[config.mk]
export PLATFORM = sky130hd
export DESIGN_NAME = decoder_rr_arbiter
export DESIGN_NICKNAME = d
export VERILOG_FILES = /design/src/rtl/decoder_rr_arbiter.sv
export SDC_FILE = /design/constraint.sdc
export NUM_CORES = 1
export LEC_CHECK = 0
export BUFFER_PORTS_ARGS = -buffer_cell sky130_fd_sc_hd__clkbuf_2
export CORE_ASPECT_RATIO = 1.4
export CORE_MARGIN = 2
export CORE_UTILIZATION = 44
export DETAILED_ROUTE_END_ITERATION = 16
export PLACE_DENSITY = 0.68
export SETUP_SLACK_MARGIN = 0.02
export SYNTH_ARGS = -nofsm -noshare
export SYNTH_HDL_FRONTEND = slang
export SYNTH_SLANG_ARGS = --single-unit
[constraint.sdc]
create_clock -name iClk -period 4.9 [get_ports iClk]
set_clock_uncertainty 0.2 [all_clocks]
set_input_delay 0.245 -clock iClk [delete_from_list [all_inputs] [get_ports iClk]]
set_output_delay 0.245 -clock iClk [all_outputs]
set_load 0.01 [all_outputs]
[src/rtl/decoder_rr_arbiter.sv]
// Round-robin arbiter sharing one 3-8 decoder between 8 requesters, with a one-cycle break-before-make gap.
// Optional hold limit: define ARB_TIMEOUT_EN to revoke a grant after MAX_HOLD cycles.
//
// state | meaning
// IDLE  | no grant, decoder disabled, waiting for any request
// GRANT | decoder enabled for the winner held in ptr_q
// GAP   | one dead cycle between grants, decoder disabled
module decoder_rr_arbiter #(
    parameter int MAX_HOLD = 16,
    parameter int HW       = 8
) (
    input  logic       iClk,
    input  logic       iRst,
    input  logic [7:0] iReq,
    output logic [2:0] oSel,
    output logic [1:0] oEna,
    output logic [7:0] oGnt,
    output logic       oValid,
    output logic       oTimeout
);

    typedef enum logic [1:0] {
        ST_IDLE  = 2'd0,
        ST_GRANT = 2'd1,
        ST_GAP   = 2'd2
    } state_t;

    localparam logic [1:0] ENA_ON  = 2'b10;
    localparam logic [1:0] ENA_OFF = 2'b01;

    state_t        state_q, state_d;
    logic [2:0]    ptr_q, ptr_d;
    logic [HW-1:0] cnt_q, cnt_d;
    logic [2:0]    sel_q, sel_d;
    logic [1:0]    ena_q, ena_d;
    logic [7:0]    gnt_q, gnt_d;
    logic          valid_q, valid_d;
    logic          timeout_q, timeout_d;

    logic [2:0]    winner;
    logic          hold_hit;
    logic          released;
    logic          revoke;

    // First set request scanning from ptr+1 upward, wrapping 7 -> 0.
    function automatic logic [2:0] rr_pick(input logic [7:0] req, input logic [2:0] ptr);
        logic [2:0] idx;
        logic       found;
        rr_pick = ptr;
        found   = 1'b0;
        for (int i = 1; i <= 8; i++) begin
            idx = ptr + 3'(i);
            if (!found && req[idx]) begin
                rr_pick = idx;
                found   = 1'b1;
            end
        end
    endfunction

    always_comb begin
        state_d   = state_q;
        ptr_d     = ptr_q;
        cnt_d     = cnt_q;
        timeout_d = 1'b0;
        winner    = rr_pick(iReq, ptr_q);
        hold_hit  = (cnt_q == HW'(MAX_HOLD - 1));
        released  = !iReq[ptr_q];
        revoke    = 1'b0;

        case (state_q)
            ST_IDLE, ST_GAP: begin
                if (|iReq) begin
                    state_d = ST_GRANT;
                    ptr_d   = winner;
                    cnt_d   = '0;
                end else begin
                    state_d = ST_IDLE;
                end
            end
            ST_GRANT: begin
`ifdef ARB_TIMEOUT_EN
                revoke    = released || hold_hit;
                // A release coinciding with the limit is a normal release, not a timeout.
                timeout_d = !released && hold_hit;
`else
                revoke    = released;
`endif
                if (revoke) begin
                    state_d = ST_GAP;
                end else if (!hold_hit) begin
                    cnt_d = cnt_q + 1'b1;
                end
            end
            default: begin
                state_d = ST_IDLE;
            end
        endcase

        // Outputs follow the next state so every output is a plain flop.
        if (state_d == ST_GRANT) begin
            sel_d   = ptr_d;
            ena_d   = ENA_ON;
            gnt_d   = ~(8'b1 << ptr_d);
            valid_d = 1'b1;
        end else begin
            sel_d   = 3'd0;
            ena_d   = ENA_OFF;
            gnt_d   = 8'hFF;
            valid_d = 1'b0;
        end
    end

    always_ff @(posedge iClk) begin
        if (iRst) begin
            state_q   <= ST_IDLE;
            ptr_q     <= 3'd7;
            cnt_q     <= '0;
            sel_q     <= 3'd0;
            ena_q     <= ENA_OFF;
            gnt_q     <= 8'hFF;
            valid_q   <= 1'b0;
            timeout_q <= 1'b0;
        end else begin
            state_q   <= state_d;
            ptr_q     <= ptr_d;
            cnt_q     <= cnt_d;
            sel_q     <= sel_d;
            ena_q     <= ena_d;
            gnt_q     <= gnt_d;
            valid_q   <= valid_d;
            timeout_q <= timeout_d;
        end
    end

    assign oSel     = sel_q;
    assign oEna     = ena_q;
    assign oGnt     = gnt_q;
    assign oValid   = valid_q;
    assign oTimeout = timeout_q;

endmodule

==> summary.txt, run 1 <==
Floorplan
  – Row cnt: 26
  – Core area: 3643 sq um
  – DIE AREA: 4309 sq um
  – I/O pin cnt: 25
  – Starting density of the core: 0.4581
  – Die W: 56.06 um
  – Die height: 76.88 um

Synth
  – Simple-Gate Fraction of Synth Area: 0.1634
  – Post-synthesis cell type count: 54
  – Number of synthesized flops with an enable pin: 0
  – Complex-gate fraction of the synthesized area: 0.1822
  – Cell Area, Synth: 1669 sq um
  – Sequential fraction of the synthesis area: 0.2159
  – Yosys warning total: 0
  – Post-synthesis area per instance: 9.935 sq um
  – Post-Synth XOR/XNOR Area: 0.03673
  – Post-synth ARST share: 0
  – Main combinational cell family by area after synthesis: multiplexers
  – Syn_nets: 180
  – Adder-cell area share of the yosys netlist: 0.01499
  – Most used DFF post-synth: dfxtp_1
  – Post-Synthesis Cells: 168
  – Post-synthesis mux area share: 0.3178
  – #FFs+latches synth: 18

Pwr
  – Peak VDD IR: 0.4751 mV
  – Pleak: 0.7346 nW
  – PwrDens: 786.8 nW/um^2
  – Pwr Total: 1.457 mW

STA
  – Slew @ Worst Pin: 803.9 ps
  – Final Cycle Share: 0.7398
  – TNS Setup: 0 ps
  – Final slew viol count: 0
  – Slew HR: 0.4633
  – Final min period: 3625 ps
  – Setup Viol. Count Final: 0
  – Final hold vios: 0
  – Maximum clock rate: 275.9 MHz
  – Unrepaired setup endpoints after global routing: false

Global routing
  – Initial antenna violation count: 0
  – First-pass GRT wire length: 7286 um
  – Total grt overflow: 0
  – Largest net degree at the start of global routing: 20
  – Total global-route track usage: 0.2088
  – Vias in the first global route: 1,465

Routing
  – DRC: 0
  – Met2 Wirelength: 2167 um
  – Met3 WL: 203 um
  – WL final: 4312 um
  – Detail Route Antenna Nets: 0
  – Via count: 1,462
  – Drt initial violations: 45
  – Vias per std cell: 6.329
  – WL per Instance: 18.67 um
  – Top Metal Used: met4
  – Met1 wire length: 1850 um
  – DR pass1 iterations: 4

Critical path
  – Crit path arrival time: 3560 ps
  – R2R Setup Slk: 1280 ps
  – WS Path Type: flop to flop
  – Worst setup EP type: flop
  – Crit Path Max Fanout: 13
  – Startpoint Class: flop
  – WP data required: 4830 ps

Clocking
  – H-tree levels: 1
  – # resized after CTS: 0
  – Cts bufs inserted: 3
  – Clock-pin slew on the worst setup and hold paths: 60 ps
  – # clock sinks: 18
  – Hold buffers post-CTS: 0
  – CTS tree: yes
  – Clk_lat worst skew: 250 ps
  – Clk Tree Root Cell: clkbuf_8
  – Setup Fix Bufs, Post-CTS: 0
  – Clk buf depth: 2

Finish
  – Post-layout net count: 202
  – Layout cells sized above 1: 0.3122
  – Synth-to-layout area growth: 10.94%
  – Fill cell instance count of the final layout: 346
  – Antenna cells: 0
  – Commonest non-fill, non-tap cell in the layout: clkbuf_2
  – Most frequent cells in the layout: clkbuf_2, dfxtp_1, nand2_1, a21oi_1

Placement
  – Port bufs: 23
  – Post-DP HPWL: 3271 um
  – Routability congestion estimate: 0.9089

Run
  – MaxCap Viol Count: 0

Min path
  – Worst hold path class: input pin to flop

Status
  – Status: completed
[sequential cells by signal (all words and copies together) (netlist names)]
| register | count |
|---|---|
| oEna | 2 |
| oGnt | 8 |
| ptr_q | 3 |
| oSel | 3 |
| state_q | 2 |
[cells in the mapped netlist, types with 3 or more instances]
master     n  area, sq um
dfxtp_1   18        360.4
a21oi_1   15        75.07
nand2_1   15        56.30
mux2i_1   13        130.1
mux4_2    13        292.8
nor2_1     8        30.03
inv_1      6        22.52
nand3_1    6        30.03
buf_4      5        37.54
a211oi_1   4        30.03
a41oi_1    3        26.28
mux4_1     3        78.83
nand2b_1   3        18.77
nor4_1     3        18.77
o21ai_0    3        15.01
[path summary, 6_finish.rpt]
check | from | end | cells after the start
setup / recovery | ptr_q[0] | oGnt[2] | 11
hold / removal | iRst | state_q[0] | 2
setup reg to reg | ptr_q[0] | oGnt[2] | 11
hold reg to reg | state_q[1] | state_q[1] | 1
[report_power, final]
group | internal [mW] | total, mW | switching [mW]
logic | 0.484 | 1.11 | 0.624
clock network | 0.0713 | 0.117 | 0.0456
registers | 0.196 | 0.232 | 0.0362
total | 0.751 | 1.46 | 0.706
[logic make-up after synthesis]
logic type / after synthesis
AO/OA/AOI/OAI: 42
multiplexers: 31
flip-flops: 18
other: 1
AND/OR/NAND/NOR: 50
XOR/XNOR: 4
buffers and inverters: 20
adder cells (fa/ha/maj): 2
[final cells by class]
class	instances	area (sq um)	area share
well taps	42	52.55	0.02838
flip-flops and latches	18	360.3	0.1946
multi-input cells	130	1197	0.6466
inverters	9	33.78	0.01824
clock buffers	4	55.05	0.02973
repair buffers	28	152.6	0.08243
[metal layers]
| metal | up-vias | GRT usage |
|---|---|---|
| met5 | - | 0 |
| met4 | 0 | 0.07143 |
| met2 | 47 | 0.3400 |
| li1 | 698 | - |
| met3 | 8 | 0.02530 |
| met1 | 709 | 0.2846 |
[stage by stage]
stage	setup WS (ps)	util	cell area [sq um]	hold slack, ps	std cells
after floorplan	1483	-	1669	114.1	168
after global placement	1312	0.4931	1797	196.7	227
after detailed placement	1307	0.4931	1797	211.2	227
after CTS	1270	0.5082	1852	4.741	231
after global routing	1039	0.5082	1852	32.16	231
final	1275	0.5082	1852	8.296	231
[worst max-delay path, cell delays in order (launching register included)]
cell and delay (ps):
dfxtp_1 330, clkinv_1 210, ha_1 480, buf_4 270
mux2i_1 270, mux2i_1 140, o221a_2 340, a221o_1 350
o21ai_1 220, xnor2_2 200, nand2_1 110, or3_1 380
No activity file was read; power rests on OpenSTA's default activity.
==> inputs of run 2 (changes only) <==
==> constraint.sdc (replaced) <==
create_clock -name iClk -period 3.4 [get_ports iClk]
set_clock_uncertainty 0.2 [all_clocks]
set_input_delay 0.17 -clock iClk [delete_from_list [all_inputs] [get_ports iClk]]
set_output_delay 0.17 -clock iClk [all_outputs]
set_load 0.01 [all_outputs]
==> run 2 against run 1 <==
  * Cell count grew 4.8%
  * Global-route usage grew 0.23 points
  * Final area grew 7.8%
  * Sequential power grew 42%
  * Maximum frequency grew 11%
  * Utilization grew 3.9 points
  * Die area is the same
==> summary.txt, run 2 (same netlist as run 1, synthesis figures left out) <==
Status
  – Status: completed

Placement
  – Port bufs: 23 (unchanged)
  – Placed insts: 237 (+4.4%)
  – Post-DP HPWL: 3342 um (+2.2%)
  – Pre-CTS worst setup slack: 89.21 ps (-1217 ps)
  – Routability congestion estimate: 0.8974 (-1.3%)

Routing
  – Via count: 1,561 (+6.8%)
  – Detail Route Antenna Nets: 0 (unchanged)
  – Top Metal Used: met4
  – Met3 WL: 247 um (+22%)
  – DRC: 0 (unchanged)
  – DR pass1 iterations: 4 (unchanged)
  – Met1 wire length: 1781 um (-3.7%)
  – WL final: 4537 um (+5.2%)
  – WL per Instance: 18.75 um (+0.44%)
  – Met2 Wirelength: 2362 um (+9.0%)
  – Vias per std cell: 6.450 (+1.9%)
  – Drt initial violations: 57 (+27%)

Critical path
  – WP data required: 3330 ps (-1500 ps)
  – Startpoint Class: flop
  – Crit path arrival time: 3200 ps (-360 ps)
  – WS Path Type: flop to flop
  – Crit Path Max Fanout: 12 (-1)
  – Worst setup EP type: flop

Finish
  – Largest register FFs: 8 (unchanged)
  – Final Util: 0.5477 (+0.03949)
  – Most frequent cells in the layout: clkbuf_2, dfxtp_1, nand2_1, a21oi_1, buf_4
  – Footprint of the multi-input gates: 1251 sq um (+4.5%)
  – Final std cells w/o fill: 242 (+4.8%)
  – Synth-to-layout area growth: 19.56%
  – Layout cells sized above 1: 0.3800 (+0.06783)
  – Sequential cell area: 360.3 sq um (unchanged)
  – Post-layout net count: 213 (+5.4%)
  – Fill cell instance count of the final layout: 327 (-5.5%)
  – Commonest non-fill, non-tap cell in the layout: clkbuf_2
  – Antenna cells: 0 (unchanged)

Clocking
  – # clock sinks: 18 (unchanged)
  – Clk Tree Root Cell: clkbuf_8
  – Clk buf depth: 2 (unchanged)
  – Clk_lat worst skew: 250 ps (about the same)
  – Cts bufs inserted: 3 (unchanged)
  – CTS tree: yes
  – Setup Fix Bufs, Post-CTS: 0 (unchanged)
  – H-tree levels: 1 (unchanged)
  – Clock-pin slew on the worst setup and hold paths: 60 ps (about the same)

STA
  – Final min period: 3269 ps (-356.4 ps)
  – Final hold vios: 0 (unchanged)
  – Final Cycle Share: 0.9613 (+0.2216)
  – Setup Viol. Count Final: 0 (unchanged)
  – Final slew viol count: 0 (unchanged)
  – Slew HR: 0.5844 (+0.1210)
  – Final worst slack: 131.5 ps (-1144 ps)
  – Maximum clock rate: 305.9 MHz (+11%)
  – Slew @ Worst Pin: 622.6 ps (-181.3 ps)
  – TNS Setup: 0 ps (unchanged)

Pwr
  – Peak VDD IR: 0.6677 mV (+41%)
  – Pleak: 0.7935 nW (+8.0%)
  – PwrDens: 1147 nW/um^2 (+46%)

Global routing
  – Largest net degree at the start of global routing: 20 (unchanged)
  – Vias in the first global route: 1,555 (+6.1%)
  – Total global-route track usage: 0.2111 (+0.002324)
  – Initial antenna violation count: 0 (unchanged)
  – Total grt overflow: 0 (unchanged)
  – First-pass GRT wire length: 7327 um (+0.56%)

Run
  – MaxCap Viol Count: 0 (unchanged)

Floorplan
  – I/O pin cnt: 25 (unchanged)
  – DIE AREA: 4309 sq um (unchanged)
  – Core area: 3643 sq um (unchanged)
  – Die W: 56.06 um (unchanged)
  – Row cnt: 26 (unchanged)
  – Die height: 76.88 um (unchanged)
  – Starting density of the core: 0.4581 (unchanged)

Min path
  – Worst hold path class: flop to flop
-- run 2: per-layer routing --
layer / track usage / vias to the layer above
li1: - / 723
met1: 0.2602 / 750
met2: 0.3741 / 69
met3: 0.02024 / 19
met4: 0.08095 / 0
met5: 0 / -
-- run 2: path summary, 6_finish.rpt --
path	start	endpoint	slack (ps)	cells past startpoint
setup reg to reg	ptr_q[1]	oGnt[2]	130	11
setup / recovery	ptr_q[1]	oGnt[2]	130	11
hold reg to reg	state_q[1]	state_q[1]	220	1
hold / removal	state_q[1]	state_q[1]	220	1
-- run 2: repair_timing --
action	in CTS	in global routing
endpoints found under the setup margin	0	9
gates resized for setup	0	9
hold endpoints to repair	5	0
hold buffers	1	0
-- run 2: where the power goes --
| group | leakage (nW) | internal, mW | switching [mW] |
|---|---|---|---|
| Combinational | 0.616 | 0.830 | 0.962 |
| Clock | 0.0288 | 0.103 | 0.0651 |
| Sequential | 0.148 | 0.282 | 0.0469 |
| Total | 0.793 | 1.21 | 1.07 |
-- run 2: per-stage QoR --
step                hold slack [ps]  power [mW]  cell area (sq um)
detailed placement            208.1       2.007               1873
global route                  239.3       2.439               1996
global placement              197.8       1.973               1873
floorplan                     39.07       1.587               1670
CTS                           224.6       2.182               1938
finish                        220.5       2.289               1996
-- run 2: area by class of cell --
| type | instances | share of cell area |
|---|---|---|
| Timing Repair Buffer | 39 | 0.1210 |
| Inverter | 9 | 0.01755 |
| Tap cell | 42 | 0.02633 |
| Clock buffer | 4 | 0.02759 |
| Multi-Input combinational cell | 130 | 0.6270 |
| Sequential cell | 18 | 0.1806 |
-- run 2: worst max-delay path, cell delays in order (launching register included) --
cell      delay [ps]
dfxtp_1          340
clkinv_1         120
ha_4             310
buf_6            190
mux2i_4          260
mux2i_1          140
o221a_2          340
a221o_1          370
o21ai_2          190
xnor2_2          180
nand2_1          110
or3_1            390
